==> config.mk <==
export PLATFORM = sky130hd
export DESIGN_NAME = keypad_scan_32
export DESIGN_NICKNAME = d
export VERILOG_FILES = /design/src/rtl/keypad_scan_32.sv
export SDC_FILE = /design/constraint.sdc
export NUM_CORES = 1
export LEC_CHECK = 0
export CAP_MARGIN = 30
export CORE_ASPECT_RATIO = 1.1
export CORE_UTILIZATION = 55
export CTS_CLUSTER_SIZE = 20
export DETAILED_ROUTE_END_ITERATION = 16
export HOLD_SLACK_MARGIN = 0.12
export PLACE_DENSITY = 0.86
export SYNTH_ARGS = -nofsm -noshare
export SYNTH_HDL_FRONTEND = slang
export SYNTH_SLANG_ARGS = --single-unit
==> constraint.sdc <==
create_clock -name clk -period 7.5 [get_ports clk]
set_input_delay 1.125 -clock clk [delete_from_list [all_inputs] [get_ports clk]]
set_output_delay 1.125 -clock clk [all_outputs]
set_load 0.005 [all_outputs]
==> src/rtl/keypad_scan_32.sv <==
// 4x4 hex keypad scanner: walks a low level across the rows, debounces whole-matrix
// snapshots and shifts each accepted key code into a 32-bit entry register.
module keypad_scan_32 #(
  parameter int SCAN_CLOCKS    = 100_000,
  parameter int DEBOUNCE_SCANS = 4
) (
  input  logic        clk,
  input  logic        rst_i,
  output logic [3:0]  ROW,
  input  logic [3:0]  COL,
  output logic [3:0]  key_o,
  output logic        key_valid_o,
  output logic [31:0] data_o
);

  localparam int CNT_W = (SCAN_CLOCKS > 1) ? $clog2(SCAN_CLOCKS) : 1;
  localparam int DB_W  = $clog2(DEBOUNCE_SCANS + 1);
  localparam logic [CNT_W-1:0] CNT_LAST = CNT_W'(SCAN_CLOCKS - 1);
  localparam logic [DB_W-1:0]  DB_LAST  = DB_W'(DEBOUNCE_SCANS);

  typedef enum logic [1:0] {IDLE, DEBOUNCE, HELD} state_t;
  typedef enum logic [1:0] {CLS_NONE, CLS_SINGLE, CLS_MULTI} cls_t;

  function automatic cls_t classify(input logic [15:0] m);
    int n;
    n = 0;
    for (int i = 0; i < 16; i++) n += int'(m[i]);
    if (n == 0) return CLS_NONE;
    if (n == 1) return CLS_SINGLE;
    return CLS_MULTI;
  endfunction

  // Map bit index is row*4+col, which is exactly the key code.
  function automatic logic [3:0] first_key(input logic [15:0] m);
    logic [3:0] k;
    k = '0;
    for (int i = 0; i < 16; i++) begin
      if (m[i]) k = 4'(i);
    end
    return k;
  endfunction

  logic [3:0]       col_sync_p0;
  logic [3:0]       col_sync_p1;
  logic [CNT_W-1:0] scan_cnt;
  logic [1:0]       row_idx;
  logic [15:0]      key_map;
  state_t           state;
  state_t           state_nxt;
  logic [3:0]       cand;
  logic [3:0]       cand_nxt;
  logic [DB_W-1:0]  stable_cnt;
  logic [DB_W-1:0]  stable_nxt;
  logic [DB_W-1:0]  rel_cnt;
  logic [DB_W-1:0]  rel_nxt;
  logic             accept;

  logic             wrap;
  logic             scan_end;
  logic [3:0]       pressed;
  logic [15:0]      full_map;
  cls_t             map_cls;
  logic [3:0]       map_code;

  // Stage p0/p1: two-flop synchroniser for the asynchronous column lines
  always_ff @(posedge clk) begin
    col_sync_p0 <= COL;
    col_sync_p1 <= col_sync_p0;
  end

  assign wrap     = (scan_cnt == CNT_LAST);
  assign scan_end = wrap && (row_idx == 2'd3);
  assign pressed  = ~col_sync_p1;
  // The row-3 slice comes straight from this cycle's sample so the scan-end
  // evaluation sees the complete current scan.
  assign full_map = {pressed, key_map[11:0]};
  assign map_cls  = classify(full_map);
  assign map_code = first_key(full_map);

  // Row scanning and key map capture
  always_ff @(posedge clk) begin
    if (rst_i) begin
      scan_cnt <= '0;
      row_idx  <= 2'd0;
      ROW      <= 4'b1110;
      key_map  <= '0;
    end else begin
      if (wrap) begin
        scan_cnt                        <= '0;
        key_map[{row_idx, 2'b00} +: 4]  <= pressed;
        row_idx                         <= row_idx + 2'd1;
        ROW                             <= {ROW[2:0], ROW[3]};
      end else begin
        scan_cnt <= scan_cnt + CNT_W'(1);
      end
    end
  end

  always_comb begin
    state_nxt  = state;
    cand_nxt   = cand;
    stable_nxt = stable_cnt;
    rel_nxt    = rel_cnt;
    accept     = 1'b0;
    if (scan_end) begin
      case (state)
        IDLE: begin
          if (map_cls == CLS_SINGLE) begin
            cand_nxt = map_code;
            if (DEBOUNCE_SCANS == 1) begin
              accept    = 1'b1;
              rel_nxt   = '0;
              state_nxt = HELD;
            end else begin
              stable_nxt = DB_W'(1);
              state_nxt  = DEBOUNCE;
            end
          end
        end
        DEBOUNCE: begin
          if (map_cls == CLS_SINGLE && map_code == cand) begin
            if (stable_cnt + DB_W'(1) == DB_LAST) begin
              accept    = 1'b1;
              rel_nxt   = '0;
              state_nxt = HELD;
            end else begin
              stable_nxt = stable_cnt + DB_W'(1);
            end
          end else begin
            state_nxt = IDLE;
          end
        end
        HELD: begin
          if (map_cls == CLS_NONE) begin
            if (rel_cnt + DB_W'(1) == DB_LAST) begin
              rel_nxt   = '0;
              state_nxt = IDLE;
            end else begin
              rel_nxt = rel_cnt + DB_W'(1);
            end
          end else begin
            rel_nxt = '0;
          end
        end
        default: state_nxt = IDLE;
      endcase
    end
  end

  // Debounce state and accepted-key outputs
  always_ff @(posedge clk) begin
    if (rst_i) begin
      state       <= IDLE;
      cand        <= '0;
      stable_cnt  <= '0;
      rel_cnt     <= '0;
      key_o       <= '0;
      key_valid_o <= 1'b0;
      data_o      <= '0;
    end else begin
      state       <= state_nxt;
      cand        <= cand_nxt;
      stable_cnt  <= stable_nxt;
      rel_cnt     <= rel_nxt;
      key_valid_o <= accept;
      if (accept) begin
        key_o  <= cand_nxt;
        data_o <= {data_o[27:0], cand_nxt};
      end
    end
  end

endmodule

* Yosys cells after proc, flatten, opt, wreduce, memory -nomap -nowiden
Cells that the tools add are included.
** Cells by class
- Muxes and demuxes :: 45
- Add/subtract/negate cells :: 20
- Bitwise gates (word level) :: 1
- Shift-type cells :: 2
- Equal/unequal tests :: 16
- Reductions and logical operators :: 11
** Operator list (number)
- $mux 4 :: 17
- $logic_not 32->1 :: 1
- $mux 3 :: 7
- $mux 2 :: 9
- $add 17x1->17 const B :: 1
- $eq 17x17->1 const B :: 1
- $add 15x1->16 :: 1
- $bwmux 16 :: 1
- $eq 16x1->1 const B :: 1
- $shift 4x6->16 const A :: 1
- $shiftx 4x6->16 :: 1
- $add 14x1->15 :: 1
- $add 13x1->14 :: 1
- $add 12x1->13 :: 1
- $add 11x1->12 :: 1
- $ne 2x2->1 const B :: 6
- $pmux 3 s2 :: 2
- $add 10x1->11 :: 1
- $add 9x1->10 :: 1
- $reduce_and 5->1 :: 2
- $add 8x1->9 :: 1
- $add 7x1->8 :: 1
- $mux 1 :: 8
- $add 6x1->7 :: 1
- 20 further kinds :: 27
** Storage, ports and cells
- Logic and storage cells :: 108
- Flip-flop bits (word level) :: 96

* Logic depth before layout (Yosys ltp)
- Depth in word-level cells :: 25
- Depth in mapped cells :: 19
- Depth with buffers taken out :: 17

* Worst setup path after synthesis
No wires, ideal clock.
- Path type :: register to register
- From :: register key_map[5]
- To :: register key_o[0]
- Slack :: 2.681 ns
- Required time :: 7.377 ns
- Cell stages (with the launch flop) :: 18
- Path buffers :: 1
- Arrival :: 4.696 ns
- Library setup time :: 0.123 ns
- Cell sequence :: dfxtp_1 inv_1 fa_1 fa_1 inv_1 fa_1 inv_1 fa_1 inv_1 ha_1 fa_1 or3_1 nor3_1 a21boi_0 o2111a_1 buf_2 nand3_1 mux2_1
** Between the ends
- Longest elaborated chain between the ends :: 21
- Elaborated cells on any way between the ends :: 39
- Classes of those cells :: add/sub (11); eq/ne (3); mux (23); reduce/logical (2)
** Ends and longest elaborated chain
- from (decl) :: line 47 : logic [15:0] key_map;
- from (signal, indexed assignment) :: line 90 : key_map[{row_idx, 2'b00} +: 4] <= pressed;
- $add 5x1->6 :: line 27 : for (int i = 0; i < 16; i++) n += int'(m[i]);
- $add 6x1->7 :: line 27
- $add 7x1->8 :: line 27
- $add 8x1->9 :: line 27
- $add 9x1->10 :: line 27
- $add 10x1->11 :: line 27
- $add 11x1->12 :: line 27
- $add 12x1->13 :: line 27
- (+4 left out)
- $mux 1 (2 in a row) :: line 29 : if (n == 1) return CLS_SINGLE;
- $mux 2 :: line 30 : return CLS_MULTI;
- $mux 2 :: line 29
- $eq 2x1->1 :: line 108, 121
- $logic_and 1x1->1 :: line 121 : if (map_cls == CLS_SINGLE && map_code == cand) begin
- $mux 1 :: line 121
- $mux 1 :: line 106 : case (state)
- $mux 1 :: line 105 : if (scan_end) begin
- to (signal assigned) :: line 167 : key_o <= cand_nxt;
- to (decl) :: line 11 : output logic [3:0] key_o,
Parallel ways exist; a longest one is shown, timed or not. The select of a mux whose other input is x is not followed.
A chain may end at the register's enable or synchronous reset.

* Final worst setup path
- From :: register key_map[11]
- To :: register key_o[0]
** Between the ends
- Longest elaborated chain between the ends :: 15
- Elaborated cells on any way between the ends :: 27
- Classes of those cells :: add/sub (5); eq/ne (3); mux (17); reduce/logical (2)
** Ends and longest elaborated chain (line)
- $add 11x1->12 :: 27
- $add 12x1->13 :: 27
- $add 13x1->14 :: 27
- $add 14x1->15 :: 27
- $add 15x1->16 :: 27
- $eq 16x1->1 :: 29
- $mux 1 (2 in a row) :: 29
- $mux 2 :: 30
- $mux 2 :: 29
- $eq 2x1->1 :: 108, 121
- $logic_and 1x1->1 :: 121
- $mux 1 :: 121
- $mux 1 :: 106
- $mux 1 :: 105
Parallel ways exist; a longest one is shown, timed or not. The select of a mux whose other input is x is not followed.

==> impl_metrics.py <==
metrics = {
    "outcome": {
        "status": "complete, no violations",
    },
    "placed_design": {
        "placement.io_buffers": 46,
        "place_area_um2": 4830,
        "gp_congestion": 0.859,
        "dp.final_hpwl_mm": 6.62,
    },
    "setup_path": {
        "worst-setup-path-type": "reg2reg",
        "crit_top_cell": "fa_1",
        "cp-end-kind": "flip-flop",
        "reg2reg_to": "key_o[0]",
        "critPathMaxStageDelay_ns": 0.65,
        "path_buf_inv": 4,
        "crit_required_ns": 7.74,
        "r2r-start": "key_map[11]",
        "critPathLaunchType": "flip-flop",
        "r2r_cells": 16,
        "cp_max_fo": 17,
        "crit_slowest_cell": "o2111a_1",
        "crit_arrival_ns": 5.83,
        "rrSetupSlack_ns": 1.91,
        "path_cells": "inv_1 -> fa_1 -> inv_1 -> fa_1 -> fa_1 -> inv_1 -> fa_1 -> inv_1 -> ha_1 -> fa_1 -> or3_1 -> nor3_1 -> a21boi_0 -> o2111a_1 -> nand3_1 -> mux2_1",
        "crit_family": "adder cells",
    },
    "synthesis": {
        "synth_cell_types": 63,
        "synth.avg_cell_area_um2": 8.83,
        "synth_area_leaders": "dfxtp_1 (40%), a21oi_1 (4.6%), fa_1 (4.6%)",
        "synth_top_area_frac": 0.405,
        "synth_ff_type": "dfxtp_1",
        "synth-seq-cells": 88,
        "synth_nets": 524,
        "synthArstFlopShare": 0,
        "yosys.area.top_type": "dfxtp_1",
        "yosysSeqAreaShare": 0.405,
        "synth_area_um2": 4350,
        "synthCells": 493,
        "synth_edf_count": 0,
        "yosys_warnings": 0,
    },
    "timing": {
        "slew_violations": 0,
        "setup_viol": 0,
        "slew_headroom": 0.512,
        "fmax_mhz": 179,
        "clock_skew_ns": 0.0124,
        "rsz0062_at_grt": "no",
        "finalCriticalPeriod_ns": 5.59,
        "hold_violations": 0,
        "fin_setup_tns_ns": 0,
        "worst_pin_slew_ns": 0.728,
        "fin_crit_sh": 0.745,
    },
    "power_and_ir_drop": {
        "leakagePower_nw": 1.83,
        "power_density_nw_per_um2": 167,
        "p_total_uw": 841,
        "ir_worst_vdd_mv": 0.162,
    },
    "global_routing": {
        "first_global_vias": 3392,
        "grt_pass1_wl_mm": 15.3,
        "grt_use_total": 0.235,
        "grt_max_degree": 72,
        "antenna_found_initial": 0,
        "overflow": 0,
    },
    "floorplan": {
        "die_w_um": 86.8,
        "die_area_um2": 8270,
        "ios": 47,
        "rows": 33,
        "start_util": 0.576,
        "fp.dieH_um": 95.3,
        "core_area_um2": 7560,
    },
    "flow_run": {
        "maxCapViolCount": 0,
    },
    "drt": {
        "vias_per_cell": 5.58,
        "vias": 3539,
        "drt_iter0_markers": 287,
        "dr.pass1.iters": 5,
        "drc": 0,
        "ant_nets": 0,
        "wl_per_cell_um": 14.3,
        "totalWireLength_mm": 9.08,
    },
    "final_layout": {
        "final_core_util": 0.665,
        "finalInstanceArea_um2": 5020,
        "final_nets": 555,
        "area_growth_pct": 15.3,
        "antenna_cells": 0,
        "drive_gt1_frac": 0.0662,
    },
    "clock_network": {
        "cts_sinks": 88,
        "cts.path.max_buffers": 2,
        "numCtsBuffers": 9,
        "root_buffer": "clkbuf_8",
        "clock_latency_ns": 0.36,
        "cts.htree.levels": 3,
        "path_clk_slew_ns": 0.09,
        "hold_buffers": 0,
        "cts_repair_resize_count": 0,
        "cts_tree": "done",
        "cts_setup_buffers": 0,
    },
    "min_path": {
        "min_from": "col_sync_p0[0]",
        "whs_path_depth": 0,
        "hp-class": "reg2reg",
        "hold_end": "col_sync_p1[0]",
    },
}
-- metal layers --
| metal | wire [um] | global-route usage | share of wire | vias up |
|---|---|---|---|---|
| met1 | 4020 | 0.288 | 0.44 | 1704 |
| met3 | 259 | 0.0424 | 0.029 | 10 |
| met4 | 112 | 0.0889 | 0.012 | 0 |
| li1 | - | - | - | 1762 |
| met2 | 4690 | 0.410 | 0.52 | 63 |
| met5 | 0 | 0 | 0 | - |
-- worst max-delay path by stage --
stage	from	end	slack, ns	cells past startpoint
finish	key_map[11]	key_o[0]	1.91	16
global route	key_map[5]	key_o[0]	1.59	16
CTS	key_map[11]	key_o[0]	1.95	16
detailed placement	key_map[5]	key_o[0]	1.99	16
global placement	key_map[5]	key_o[0]	2.19	16
floorplan	key_map[5]	key_o[0]	2.68	17
-- where the power goes --
group	leakage [nW]	internal (mW)	total, mW	switching, mW
logic	1.03	0.0151	0.0393	0.0242
registers	0.712	0.470	0.475	0.00430
clock network	0.0933	0.156	0.327	0.171
-- cell usage after synthesis, types with 2 or more instances --
cell	number
a211o_1	4
a211oi_1	4
a21boi_0	2
a21oi_1	40
and2_1	4
and3_1	2
buf_2	6
buf_4	5
clkbuf_1	17
dfxtp_1	88
fa_1	10
ha_1	15
inv_1	30
mux2i_1	16
nand2_1	24
nand2_2	2
nand2b_1	28
nand3_1	23
nand4_1	6
nand4bb_1	2
nor2_1	52
nor2b_1	6
nor3_1	17
nor4_1	4
nor4b_1	2
o2111a_1	2
o211ai_1	2
o21ai_0	24
o221ai_1	2
or3_1	8
xnor2_1	5
xor2_1	10
-- kinds of logic after synthesis --
logic type               synth area share
AND/OR/NAND/NOR                     0.234
AO/OA/AOI/OAI                       0.141
flip-flops                          0.405
buffers and inverters              0.0586
adder cells (fa/ha/maj)            0.0891
multiplexers                       0.0420
XOR/XNOR                           0.0302
-- cell usage in the layout, fill, tap and decap left out, types with 3 or more instances in the layout --
master           count
a21oi_1             40
nand2_1             24
or3_1                8
nand4_1              6
xnor2_1              5
a211o_1              4
nand2b_1            28
fa_1                10
o21ai_0             24
a211oi_1             4
ha_1                15
and2_1               4
xor2_1              10
inv_1               30
clkdlybuf4s50_1     45
dfxtp_1             88
nor2_1              52
mux2i_1             16
nor4_1               3
nor3_1              17
clkbuf_8             9
nor2b_1              6
nand3_1             23
buf_4                3
-- registers in the layout, summed over array words and instances (netlist names) --
name         cells
stable_cnt       3
key_o            3
rel_cnt          3
cand             4
state            2
key_valid_o      1
col_sync_p1      4
scan_cnt        17
ROW              4
row_idx          2
col_sync_p0      4
data_o          29
key_map         12
-- metrics by stage --
stage | hold WS, ns | setup slack (ns) | std cells
finish | 0.331 | 1.91 | 634
global route | 0.333 | 1.59 | 634
CTS | 0.335 | 1.95 | 634
detailed placement | 0.313 | 1.99 | 618
global placement | 0.312 | 2.19 | 618
floorplan | 0.310 | 2.68 | 493
-- area by class of cell --
| cell class | instances | area [um^2] |
|---|---|---|
| Clock inverter | 6 | 67.6 |
| Clock buffer | 10 | 128 |
| Timing Repair Buffer | 49 | 478 |
| Sequential cell | 88 | 1760 |
| Inverter | 30 | 113 |
| Tap cell | 105 | 131 |
| Fill cell | 609 | 2530 |
| Multi-Input combinational cell | 346 | 2340 |
(Power assumes the default switching activity.)
